===== config.mk =====
export PLATFORM = sky130hd
export DESIGN_NAME = icache_flat
export DESIGN_NICKNAME = d
export VERILOG_FILES = /design/src/rtl/icache_pkg.sv /design/src/rtl/icache_if.sv /design/src/rtl/icache_data_array.sv /design/src/rtl/icache.sv /design/src/flat_wrapper.sv
export SDC_FILE = /design/constraint.sdc
export NUM_CORES = 2
export LEC_CHECK = 0
export BUFFER_PORTS_ARGS = -buffer_cell sky130_fd_sc_hd__clkbuf_2
export CORE_UTILIZATION = 55
export DETAILED_ROUTE_END_ITERATION = 12
export PLACE_DENSITY = 0.74
export SLEW_MARGIN = 20
export SYNTH_ARGS = -nofsm -noshare
export SYNTH_HDL_FRONTEND = slang
export SYNTH_SLANG_ARGS = --single-unit

===== constraint.sdc =====
create_clock -name clk -period 5.03 [get_ports clk]
set_input_delay 0.503 -clock clk [delete_from_list [all_inputs] [get_ports clk]]
set_output_delay 0.503 -clock clk [all_outputs]
set_load 0.005 [all_outputs]

===== src/rtl/icache_pkg.sv =====
// Shared core package: widths, instruction-cache geometry defaults and the
// cache controller state type.
package icache_pkg;

   localparam int ADDR_WIDTH = 32;
   localparam int INST_WIDTH = 32;

   localparam int ICACHE_LINE_NUM   = 16;
   localparam int ICACHE_LINE_WORDS = 4;

   localparam int ICACHE_OFF_W = $clog2(ICACHE_LINE_WORDS);
   localparam int ICACHE_IDX_W = $clog2(ICACHE_LINE_NUM);
   localparam int ICACHE_TAG_W = ADDR_WIDTH - ICACHE_IDX_W - ICACHE_OFF_W - 2;

   typedef enum logic [2:0] {
      S_IDLE        = 3'd0,
      S_LOOKUP      = 3'd1,
      S_REFILL_REQ  = 3'd2,
      S_REFILL_WAIT = 3'd3,
      S_RESP        = 3'd4
   } icache_state_e;

   // Tag width for a given geometry; word addresses drop the two byte bits.
   function automatic int icache_tag_w(input int aw, input int line_num, input int line_words);
      return aw - $clog2(line_num) - $clog2(line_words) - 2;
   endfunction

endpackage


===== src/rtl/icache_if.sv =====
// Fetch-side and memory-side bundle of the instruction cache.
// slave  : the cache itself (answers fetches, issues memory reads).
// master : the environment (fetch unit plus instruction memory).
interface icache_if #(
   parameter int ADDR_WIDTH = icache_pkg::ADDR_WIDTH,
   parameter int INST_WIDTH = icache_pkg::INST_WIDTH
);

   logic                  req_valid_i;
   logic                  req_ready_o;
   logic [ADDR_WIDTH-1:0] req_addr_i;
   logic                  rsp_valid_o;
   logic [INST_WIDTH-1:0] rsp_instr_o;
   logic                  fence_i;
   logic                  mem_req_valid_o;
   logic                  mem_req_ready_i;
   logic [ADDR_WIDTH-1:0] mem_addr_o;
   logic                  mem_rsp_valid_i;
   logic [INST_WIDTH-1:0] mem_rsp_data_i;

   modport slave (
      input  req_valid_i, req_addr_i, fence_i,
      input  mem_req_ready_i, mem_rsp_valid_i, mem_rsp_data_i,
      output req_ready_o, rsp_valid_o, rsp_instr_o,
      output mem_req_valid_o, mem_addr_o
   );

   modport master (
      output req_valid_i, req_addr_i, fence_i,
      output mem_req_ready_i, mem_rsp_valid_i, mem_rsp_data_i,
      input  req_ready_o, rsp_valid_o, rsp_instr_o,
      input  mem_req_valid_o, mem_addr_o
   );

endinterface


===== src/rtl/icache_data_array.sv =====
// Tag and data storage of the instruction cache. Flops without reset; line
// validity is tracked by the controller, so stale contents are never used.
module icache_data_array #(
   parameter int LINE_NUM   = 16,
   parameter int LINE_WORDS = 4,
   parameter int IDX_W      = 4,
   parameter int OFF_W      = 2,
   parameter int TAG_W      = 24,
   parameter int DATA_W     = 32
) (
   input  logic              clk,
   input  logic              wr_en,
   input  logic [IDX_W-1:0]  wr_idx,
   input  logic [OFF_W-1:0]  wr_off,
   input  logic [DATA_W-1:0] wr_data,
   input  logic              tag_wr_en,
   input  logic [TAG_W-1:0]  wr_tag,
   input  logic [IDX_W-1:0]  rd_idx,
   input  logic [OFF_W-1:0]  rd_off,
   output logic [TAG_W-1:0]  rd_tag,
   output logic [DATA_W-1:0] rd_data
);

   logic [DATA_W-1:0] data_q [LINE_NUM][LINE_WORDS];
   logic [TAG_W-1:0]  tag_q  [LINE_NUM];

   // Refill write port: one word per memory response, tag with the last word.
   always_ff @(posedge clk) begin
      if (wr_en) begin
         data_q[wr_idx][wr_off] <= wr_data;
      end
      if (tag_wr_en) begin
         tag_q[wr_idx] <= wr_tag;
      end
   end

   assign rd_tag  = tag_q[rd_idx];
   assign rd_data = data_q[rd_idx][rd_off];

endmodule


===== src/rtl/icache.sv =====
// Direct-mapped read-only instruction cache with single-word line refill.
// Optional build macro ICACHE_PERF_CNT_EN adds hit/miss counters
// (hit_cnt_o, miss_cnt_o); without it those ports do not exist.
//
// state         | meaning
// --------------+------------------------------------------------------
// S_IDLE        | ready for a fetch, address latched on acceptance
// S_LOOKUP      | tag compare; hit answers this cycle, miss starts refill
// S_REFILL_REQ  | memory read of word cnt offered, held until ready
// S_REFILL_WAIT | waiting for the read data of word cnt
// S_RESP        | line complete, requested word returned
module icache #(
   parameter int ADDR_WIDTH = icache_pkg::ADDR_WIDTH,
   parameter int INST_WIDTH = icache_pkg::INST_WIDTH,
   parameter int LINE_NUM   = icache_pkg::ICACHE_LINE_NUM,
   parameter int LINE_WORDS = icache_pkg::ICACHE_LINE_WORDS
) (
   input  logic        clk,
   input  logic        rst_n,
`ifdef ICACHE_PERF_CNT_EN
   output logic [31:0] hit_cnt_o,
   output logic [31:0] miss_cnt_o,
`endif
   icache_if.slave     bus
);

   import icache_pkg::*;

   localparam int OFF_W = $clog2(LINE_WORDS);
   localparam int IDX_W = $clog2(LINE_NUM);
   localparam int TAG_W = icache_tag_w(ADDR_WIDTH, LINE_NUM, LINE_WORDS);
   localparam logic [OFF_W-1:0] LAST_WORD = OFF_W'(LINE_WORDS - 1);

   icache_state_e         state_q, state_d;
   logic [ADDR_WIDTH-1:2] addr_q;
   logic [OFF_W-1:0]      cnt_q, cnt_d;
   logic [LINE_NUM-1:0]   valid_q;
   logic                  flush_pending_q;

   logic [OFF_W-1:0]      req_off;
   logic [IDX_W-1:0]      req_idx;
   logic [TAG_W-1:0]      req_tag;
   logic [TAG_W-1:0]      rd_tag;
   logic [INST_WIDTH-1:0] rd_data;

   logic                  hit;
   logic                  accept;
   logic                  in_refill;
   logic                  refill_wr;
   logic                  refill_last;
   logic                  set_valid;

   logic                  ready_int;
   logic                  rsp_valid;
   logic [INST_WIDTH-1:0] rsp_instr;
   logic                  mem_req_valid;
   logic [ADDR_WIDTH-1:0] mem_addr;

   // Byte-select bits of the fetch address carry no information.
   logic                  unused_addr_lsb;
   assign unused_addr_lsb = ^bus.req_addr_i[1:0];

   assign req_off = addr_q[OFF_W+1:2];
   assign req_idx = addr_q[IDX_W+OFF_W+1:OFF_W+2];
   assign req_tag = addr_q[ADDR_WIDTH-1:IDX_W+OFF_W+2];

   // Lookup sees the valid bits before any same-cycle fence clears them.
   assign hit         = valid_q[req_idx] && (rd_tag == req_tag);
   assign accept      = (state_q == S_IDLE) && bus.req_valid_i;
   assign in_refill   = (state_q == S_REFILL_REQ) || (state_q == S_REFILL_WAIT);
   assign refill_wr   = (state_q == S_REFILL_WAIT) && bus.mem_rsp_valid_i;
   assign refill_last = refill_wr && (cnt_q == LAST_WORD);
   // A fence seen at any point of the refill keeps the new line invalid.
   assign set_valid   = refill_last && !flush_pending_q && !bus.fence_i;

   icache_data_array #(
      .LINE_NUM   (LINE_NUM),
      .LINE_WORDS (LINE_WORDS),
      .IDX_W      (IDX_W),
      .OFF_W      (OFF_W),
      .TAG_W      (TAG_W),
      .DATA_W     (INST_WIDTH)
   ) u_data_array (
      .clk       (clk),
      .wr_en     (refill_wr),
      .wr_idx    (req_idx),
      .wr_off    (cnt_q),
      .wr_data   (bus.mem_rsp_data_i),
      .tag_wr_en (refill_last),
      .wr_tag    (req_tag),
      .rd_idx    (req_idx),
      .rd_off    (req_off),
      .rd_tag    (rd_tag),
      .rd_data   (rd_data)
   );

   // FSM state and refill word counter.
   always_ff @(posedge clk or negedge rst_n) begin
      if (!rst_n) begin
         state_q <= S_IDLE;
         cnt_q   <= '0;
      end else begin
         state_q <= state_d;
         cnt_q   <= cnt_d;
      end
   end

   // Next state and all handshake outputs.
   always_comb begin
      state_d       = state_q;
      cnt_d         = cnt_q;
      ready_int     = 1'b0;
      rsp_valid     = 1'b0;
      rsp_instr     = '0;
      mem_req_valid = 1'b0;
      mem_addr      = '0;
      case (state_q)
         S_IDLE: begin
            ready_int = 1'b1;
            if (bus.req_valid_i) begin
               state_d = S_LOOKUP;
            end
         end
         S_LOOKUP: begin
            if (hit) begin
               rsp_valid = 1'b1;
               rsp_instr = rd_data;
               state_d   = S_IDLE;
            end else begin
               cnt_d   = '0;
               state_d = S_REFILL_REQ;
            end
         end
         S_REFILL_REQ: begin
            mem_req_valid = 1'b1;
            mem_addr      = {req_tag, req_idx, cnt_q, 2'b00};
            if (bus.mem_req_ready_i) begin
               state_d = S_REFILL_WAIT;
            end
         end
         S_REFILL_WAIT: begin
            if (bus.mem_rsp_valid_i) begin
               if (cnt_q == LAST_WORD) begin
                  state_d = S_RESP;
               end else begin
                  cnt_d   = cnt_q + 1'b1;
                  state_d = S_REFILL_REQ;
               end
            end
         end
         S_RESP: begin
            rsp_valid = 1'b1;
            rsp_instr = rd_data;
            state_d   = S_IDLE;
         end
         default: begin
            state_d = S_IDLE;
         end
      endcase
   end

   // Ready is forced low while reset is asserted even though the FSM sits in IDLE.
   assign bus.req_ready_o     = ready_int & rst_n;
   assign bus.rsp_valid_o     = rsp_valid;
   assign bus.rsp_instr_o     = rsp_instr;
   assign bus.mem_req_valid_o = mem_req_valid;
   assign bus.mem_addr_o      = mem_addr;

   // Fetch address capture on acceptance only.
   always_ff @(posedge clk or negedge rst_n) begin
      if (!rst_n) begin
         addr_q <= '0;
      end else if (accept) begin
         addr_q <= bus.req_addr_i[ADDR_WIDTH-1:2];
      end
   end

   // Line valid bits: fence wipes everything, a clean refill sets one line.
   always_ff @(posedge clk or negedge rst_n) begin
      if (!rst_n) begin
         valid_q <= '0;
      end else if (bus.fence_i) begin
         valid_q <= '0;
      end else if (set_valid) begin
         valid_q[req_idx] <= 1'b1;
      end
   end

   // Remembers a fence that arrived while a line was being refilled.
   always_ff @(posedge clk or negedge rst_n) begin
      if (!rst_n) begin
         flush_pending_q <= 1'b0;
      end else if (in_refill && bus.fence_i) begin
         flush_pending_q <= 1'b1;
      end else if ((state_q != S_IDLE) && (state_d == S_IDLE)) begin
         flush_pending_q <= 1'b0;
      end
   end

`ifdef ICACHE_PERF_CNT_EN
   // Hit/miss statistics, one count per lookup, free-running wrap.
   always_ff @(posedge clk or negedge rst_n) begin
      if (!rst_n) begin
         hit_cnt_o  <= '0;
         miss_cnt_o <= '0;
      end else if (state_q == S_LOOKUP) begin
         if (hit) begin
            hit_cnt_o <= hit_cnt_o + 32'd1;
         end else begin
            miss_cnt_o <= miss_cnt_o + 32'd1;
         end
      end
   end
`endif

endmodule


===== src/flat_wrapper.sv =====
// flat-port wrapper written by rule: the top's interface ports become plain ports
module icache_flat import icache_pkg::*;
#(
   parameter int ADDR_WIDTH = icache_pkg::ADDR_WIDTH,
   parameter int INST_WIDTH = icache_pkg::INST_WIDTH,
   parameter int LINE_NUM   = icache_pkg::ICACHE_LINE_NUM,
   parameter int LINE_WORDS = icache_pkg::ICACHE_LINE_WORDS
)
  (clk, rst_n, bus_req_valid_i, bus_req_addr_i, bus_fence_i, bus_mem_req_ready_i, bus_mem_rsp_valid_i, bus_mem_rsp_data_i, bus_req_ready_o, bus_rsp_valid_o, bus_rsp_instr_o, bus_mem_req_valid_o, bus_mem_addr_o);
  icache_if #(.ADDR_WIDTH(ADDR_WIDTH), .INST_WIDTH(INST_WIDTH)) bus_i ();
  input  logic clk;
  input  logic rst_n;
  input wire logic [$bits(bus_i.req_valid_i)-1:0] bus_req_valid_i;
  input wire logic [$bits(bus_i.req_addr_i)-1:0] bus_req_addr_i;
  input wire logic [$bits(bus_i.fence_i)-1:0] bus_fence_i;
  input wire logic [$bits(bus_i.mem_req_ready_i)-1:0] bus_mem_req_ready_i;
  input wire logic [$bits(bus_i.mem_rsp_valid_i)-1:0] bus_mem_rsp_valid_i;
  input wire logic [$bits(bus_i.mem_rsp_data_i)-1:0] bus_mem_rsp_data_i;
  output wire logic [$bits(bus_i.req_ready_o)-1:0] bus_req_ready_o;
  output wire logic [$bits(bus_i.rsp_valid_o)-1:0] bus_rsp_valid_o;
  output wire logic [$bits(bus_i.rsp_instr_o)-1:0] bus_rsp_instr_o;
  output wire logic [$bits(bus_i.mem_req_valid_o)-1:0] bus_mem_req_valid_o;
  output wire logic [$bits(bus_i.mem_addr_o)-1:0] bus_mem_addr_o;
  assign bus_i.req_valid_i = bus_req_valid_i;
  assign bus_i.req_addr_i = bus_req_addr_i;
  assign bus_i.fence_i = bus_fence_i;
  assign bus_i.mem_req_ready_i = bus_mem_req_ready_i;
  assign bus_i.mem_rsp_valid_i = bus_mem_rsp_valid_i;
  assign bus_i.mem_rsp_data_i = bus_mem_rsp_data_i;
  assign bus_req_ready_o = bus_i.req_ready_o;
  assign bus_rsp_valid_o = bus_i.rsp_valid_o;
  assign bus_rsp_instr_o = bus_i.rsp_instr_o;
  assign bus_mem_req_valid_o = bus_i.mem_req_valid_o;
  assign bus_mem_addr_o = bus_i.mem_addr_o;
  icache #(.ADDR_WIDTH(ADDR_WIDTH), .INST_WIDTH(INST_WIDTH), .LINE_NUM(LINE_NUM), .LINE_WORDS(LINE_WORDS)) u_core (.clk(clk), .rst_n(rst_n), .bus(bus_i));
endmodule

==> Flow_metrics.wiki <==
{| class="wikitable"
! Metric !! Value
|-
| Status || complete, no violations
|-
| Routed Wire Length || 232,000 um
|-
| Worst Hold Depth || 5
|-
| Initial detailed-routing violation count || 5,868
|-
| Worst-case reg-to-reg path depth || 13
|-
| Min-delay worst type || in -> reg
|-
| Total of warnings raised by yosys || 0
|-
| Initial core utilization || 55.4%
|-
| DIE HEIGHT || 421 um
|-
| Synthesized cell area || 96,500 sq um
|-
| Period utilisation layout || 98.4%
|-
| Final setup vio count || 0
|-
| Post-placement cell count || 6,510
|-
| Row count || 153
|-
| Top-area cell type share of the netlist area || 75.7%
|-
| Number of synthesized flops with an enable pin || 2,432
|-
| VDD IR max || 0.000443 V
|-
| Final setup skew || 0.0548 ns
|-
| WL per Instance || 33.2 um
|-
| Slowest-stage cell, CP || sky130_fd_sc_hd__dfrtp_4
|-
| Worst setup path class || reg -> out
|-
| Worst Slack Setup Final || 0.0812 ns
|-
| Minimum clock period || 4.95 ns
|-
| Global-route wire length before repair || 328,000 um
|-
| Area of the die || 177,000 sq um
|-
| GRT Residual Overflow || 0
|-
| Worst endpoint required time || 4.53 ns
|-
| Cell type with the largest total area after synthesis || sky130_fd_sc_hd__edfxtp_1
|-
| Crit. path cell count || 8
|-
| TritonCTS Buffers || 228
|-
| Largest stage delay on the critical path || 0.80 ns
|-
| Post-detailed-route via-to-cell ratio || 6.59
|-
| Final instance count without filler cells || 7,006
|-
| Post-placement setup slack || 0.375 ns
|-
| Mean cell area of the mapped netlist || 23.4 sq um
|-
| Cell Pwr Density || 533 nW/um^2
|-
| Clock transition at the registers of the reported paths || 0.07 ns
|-
| Clock tree from TritonCTS || done
|-
| Antenna-violating nets left || 0
|-
| Max transition margin || 18.4%
|-
| Fraction of registers with async set/reset || 2.09%
|-
| Clock latency on the worst-skew pair || 0.87 ns
|-
| Total via count in the routed design || 46.2k
|-
| Number of buffers and inverters on the critical path || 3
|-
| Worst Tran Pin Value || 1.22 ns
|-
| Flops & latches, synth || 2,484
|-
| Number of port buffers || 132
|-
| Fin Setup TNS || 0 ns
|-
| Number of top-level pins || 137
|-
| CP Data Arrival Time || 4.45 ns
|-
| Clock root buffer master || sky130_fd_sc_hd__clkbuf_16
|-
| Layout Utilization || 63.2%
|-
| Ratio of cells with drive above 1 in the final layout || 33.4%
|-
| Final hold vios || 0
|-
| Endpoint type of the worst setup path || output port
|-
| Pin count of the biggest net entering global routing || 117
|-
| Main flop type after synthesis || sky130_fd_sc_hd__edfxtp_1
|-
| Register area share after synthesis || 77.0%
|-
| Count of TritonRoute iterations in the first routing pass || 6
|-
| Number of inserted filler cells in the final layout || 11.0k
|-
| Total DRC errors in the routed layout || 0
|-
| Crit path launch type || register
|-
| Number of antenna violations at the first check in global routing || 9
|-
| Leading cell types by total area after synthesis || sky130_fd_sc_hd__edfxtp_1, sky130_fd_sc_hd__mux4_2, sky130_fd_sc_hd__dfrtp_1
|-
| Number of max-cap violations || 0
|-
| Post-detailed-placement half-perimeter wirelength || 117,000 um
|-
| Leakage power of the design || 0.0345 uW
|-
| Netlist cell types || 59
|-
| Final Net Count || 4,559
|-
| Longest Clk Path Bufs || 3
|-
| DIE WIDTH || 421 um
|-
| H-tree levels || 4
|-
| Hold slack || 0.0722 ns
|-
| Synth-to-Final Area Change || 14.1%
|-
| GRT Util Overall || 26.3%
|-
| Weighted congestion reported at the end of routability-driven placement || 0.811
|-
| Number of global-route vias before repair || 46.3k
|-
| Critical Path Fanout Max || 47
|-
| Number of pins with negative max-slew slack in the final report || 0
|-
| Area of the core || 174,000 sq um
|-
| Number of clock sinks || 2,484
|-
| R2R Setup Slk || 1.36 ns
|-
| Synthesized netlist cell count || 4,115
|-
| Crit-path cells || buf_12 > buf_4 > mux4_2 > mux2i_1 > o21ai_0 > nand2_1 > o31ai_2 > clkbuf_2
|-
| Highest Clock Rate || 202 MHz
|-
| Crit path max-delay family || buffers and inverters
|}
==> report_power, final <==
group	switching (uW)	leakage [uW]	internal, uW
Sequential	875	0.0225	23700
Combinational	8960	0.00843	8150
Clock	7510	0.00357	9500
Total	17300	0.0345	41300
==> cell usage in the layout, fill, tap and decap left out, drive strengths merged, types with 52 or more instances in the layout <==
cell / instances
mux2i: 110
clkbuf: 399
nand2: 142
mux4: 727
buf: 227
nor2: 96
mux2: 59
edfxtp: 2432
dfrtp: 52
clkinv: 97
==> cell families after synthesis <==
logic type               synth area share (%)
multiplexers                             18.8
buffers and inverters                    1.19
AO/OA/AOI/OAI                            1.19
XOR/XNOR                                0.290
AND/OR/NAND/NOR                          1.44
other                                 0.00389
flip-flops                               77.0
adder cells (fa/ha/maj)                0.0519
==> final timing paths <==
path,startpoint,endpoint
worst min-delay path,bus_mem_req_ready_i,u_core.state_q[0]
worst min register to register,u_core.valid_q[10],u_core.valid_q[10]
max in group asynchronous,rst_n,u_core.addr_q[7]
worst max-delay path,u_core.addr_q[6],bus_rsp_instr_o[30]
min in group asynchronous,rst_n,u_core.valid_q[2]
worst max register to register,u_core.addr_q[4],u_core.state_q[1]
==> Yosys cell counts, types with 6 or more instances <==
| master | n |
|---|---|
| sky130_fd_sc_hd__xor2_1 | 20 |
| sky130_fd_sc_hd__o31ai_2 | 30 |
| sky130_fd_sc_hd__buf_6 | 12 |
| sky130_fd_sc_hd__nor2_1 | 96 |
| sky130_fd_sc_hd__a22oi_1 | 11 |
| sky130_fd_sc_hd__clkbuf_1 | 114 |
| sky130_fd_sc_hd__buf_2 | 55 |
| sky130_fd_sc_hd__nand3_1 | 6 |
| sky130_fd_sc_hd__o31ai_1 | 7 |
| sky130_fd_sc_hd__mux2_2 | 59 |
| sky130_fd_sc_hd__a31oi_1 | 16 |
| sky130_fd_sc_hd__mux4_2 | 727 |
| sky130_fd_sc_hd__nand2_1 | 142 |
| sky130_fd_sc_hd__mux2i_1 | 110 |
| sky130_fd_sc_hd__xnor2_1 | 12 |
| sky130_fd_sc_hd__inv_1 | 10 |
| sky130_fd_sc_hd__buf_1 | 36 |
| sky130_fd_sc_hd__a221oi_1 | 6 |
| sky130_fd_sc_hd__dfrtp_1 | 52 |
| sky130_fd_sc_hd__and2_1 | 36 |
| sky130_fd_sc_hd__buf_4 | 7 |
| sky130_fd_sc_hd__edfxtp_1 | 2432 |
| sky130_fd_sc_hd__a21oi_1 | 7 |
| sky130_fd_sc_hd__o21ai_0 | 44 |
==> what timing repair did <==
action,CTS,global route
setup endpoints to repair,33,33
gates resized for setup,33,39
pin swaps,2,5
hold buffers,33,0
endpoints found under the hold margin,48,0
buffers inserted,14,9
gates cloned,5,8
==> layer usage <==
metal	global-route usage (%)	part of all wire [%]	vias to the layer above
met1	35.5	37	24700
met5	0	0.029	-
met3	4.92	9.3	474
li1	-	-	18300
met4	9.86	3.5	12
met2	43.2	51	2772
==> registers in the layout (all words and copies together) (netlist names) <==
name and count:
u_core.addr_q 30, u_core.cnt_q 2, u_core.flush_pending_q 1, u_core.state_q 3
u_core.u_data_array.data_q 2048, u_core.u_data_array.tag_q 384, u_core.valid_q 16
==> worst reg2reg max path, cell delays in order (launching register included) <==
cell	delay, ns
sky130_fd_sc_hd__dfrtp_4	0.50
sky130_fd_sc_hd__buf_4	0.15
sky130_fd_sc_hd__buf_12	0.13
sky130_fd_sc_hd__buf_16	0.14
sky130_fd_sc_hd__mux4_2	0.44
sky130_fd_sc_hd__mux2i_2	0.19
sky130_fd_sc_hd__mux2_4	0.34
sky130_fd_sc_hd__a2111o_1	0.33
sky130_fd_sc_hd__nor4_4	0.37
sky130_fd_sc_hd__o2111ai_4	0.17
sky130_fd_sc_hd__buf_12	0.20
sky130_fd_sc_hd__buf_6	0.16
sky130_fd_sc_hd__buf_4	0.13
sky130_fd_sc_hd__o311a_1	0.29
==> through the flow <==
step	total power, uW	area (sq um)
CTS	58600	110000
detailed placement	41100	101000
finish	58600	110000
floorplan	35700	96500
global route	60400	110000
global placement	40900	101000
==> final cells by class <==
type | count | area, sq um | area share (%)
antenna | 5 | 12.5 | 0.0114
timing repair buffer | 367 | 3770 | 3.42
clock inverter | 125 | 1230 | 1.12
sequential | 2484 | 74400 | 67.6
clock buffer | 296 | 6080 | 5.53
tap | 2325 | 2910 | 2.64
inverter | 13 | 56.3 | 0.0512
multi-input combinational | 1391 | 21600 | 19.7
Power figures use the tool's default switching activity.
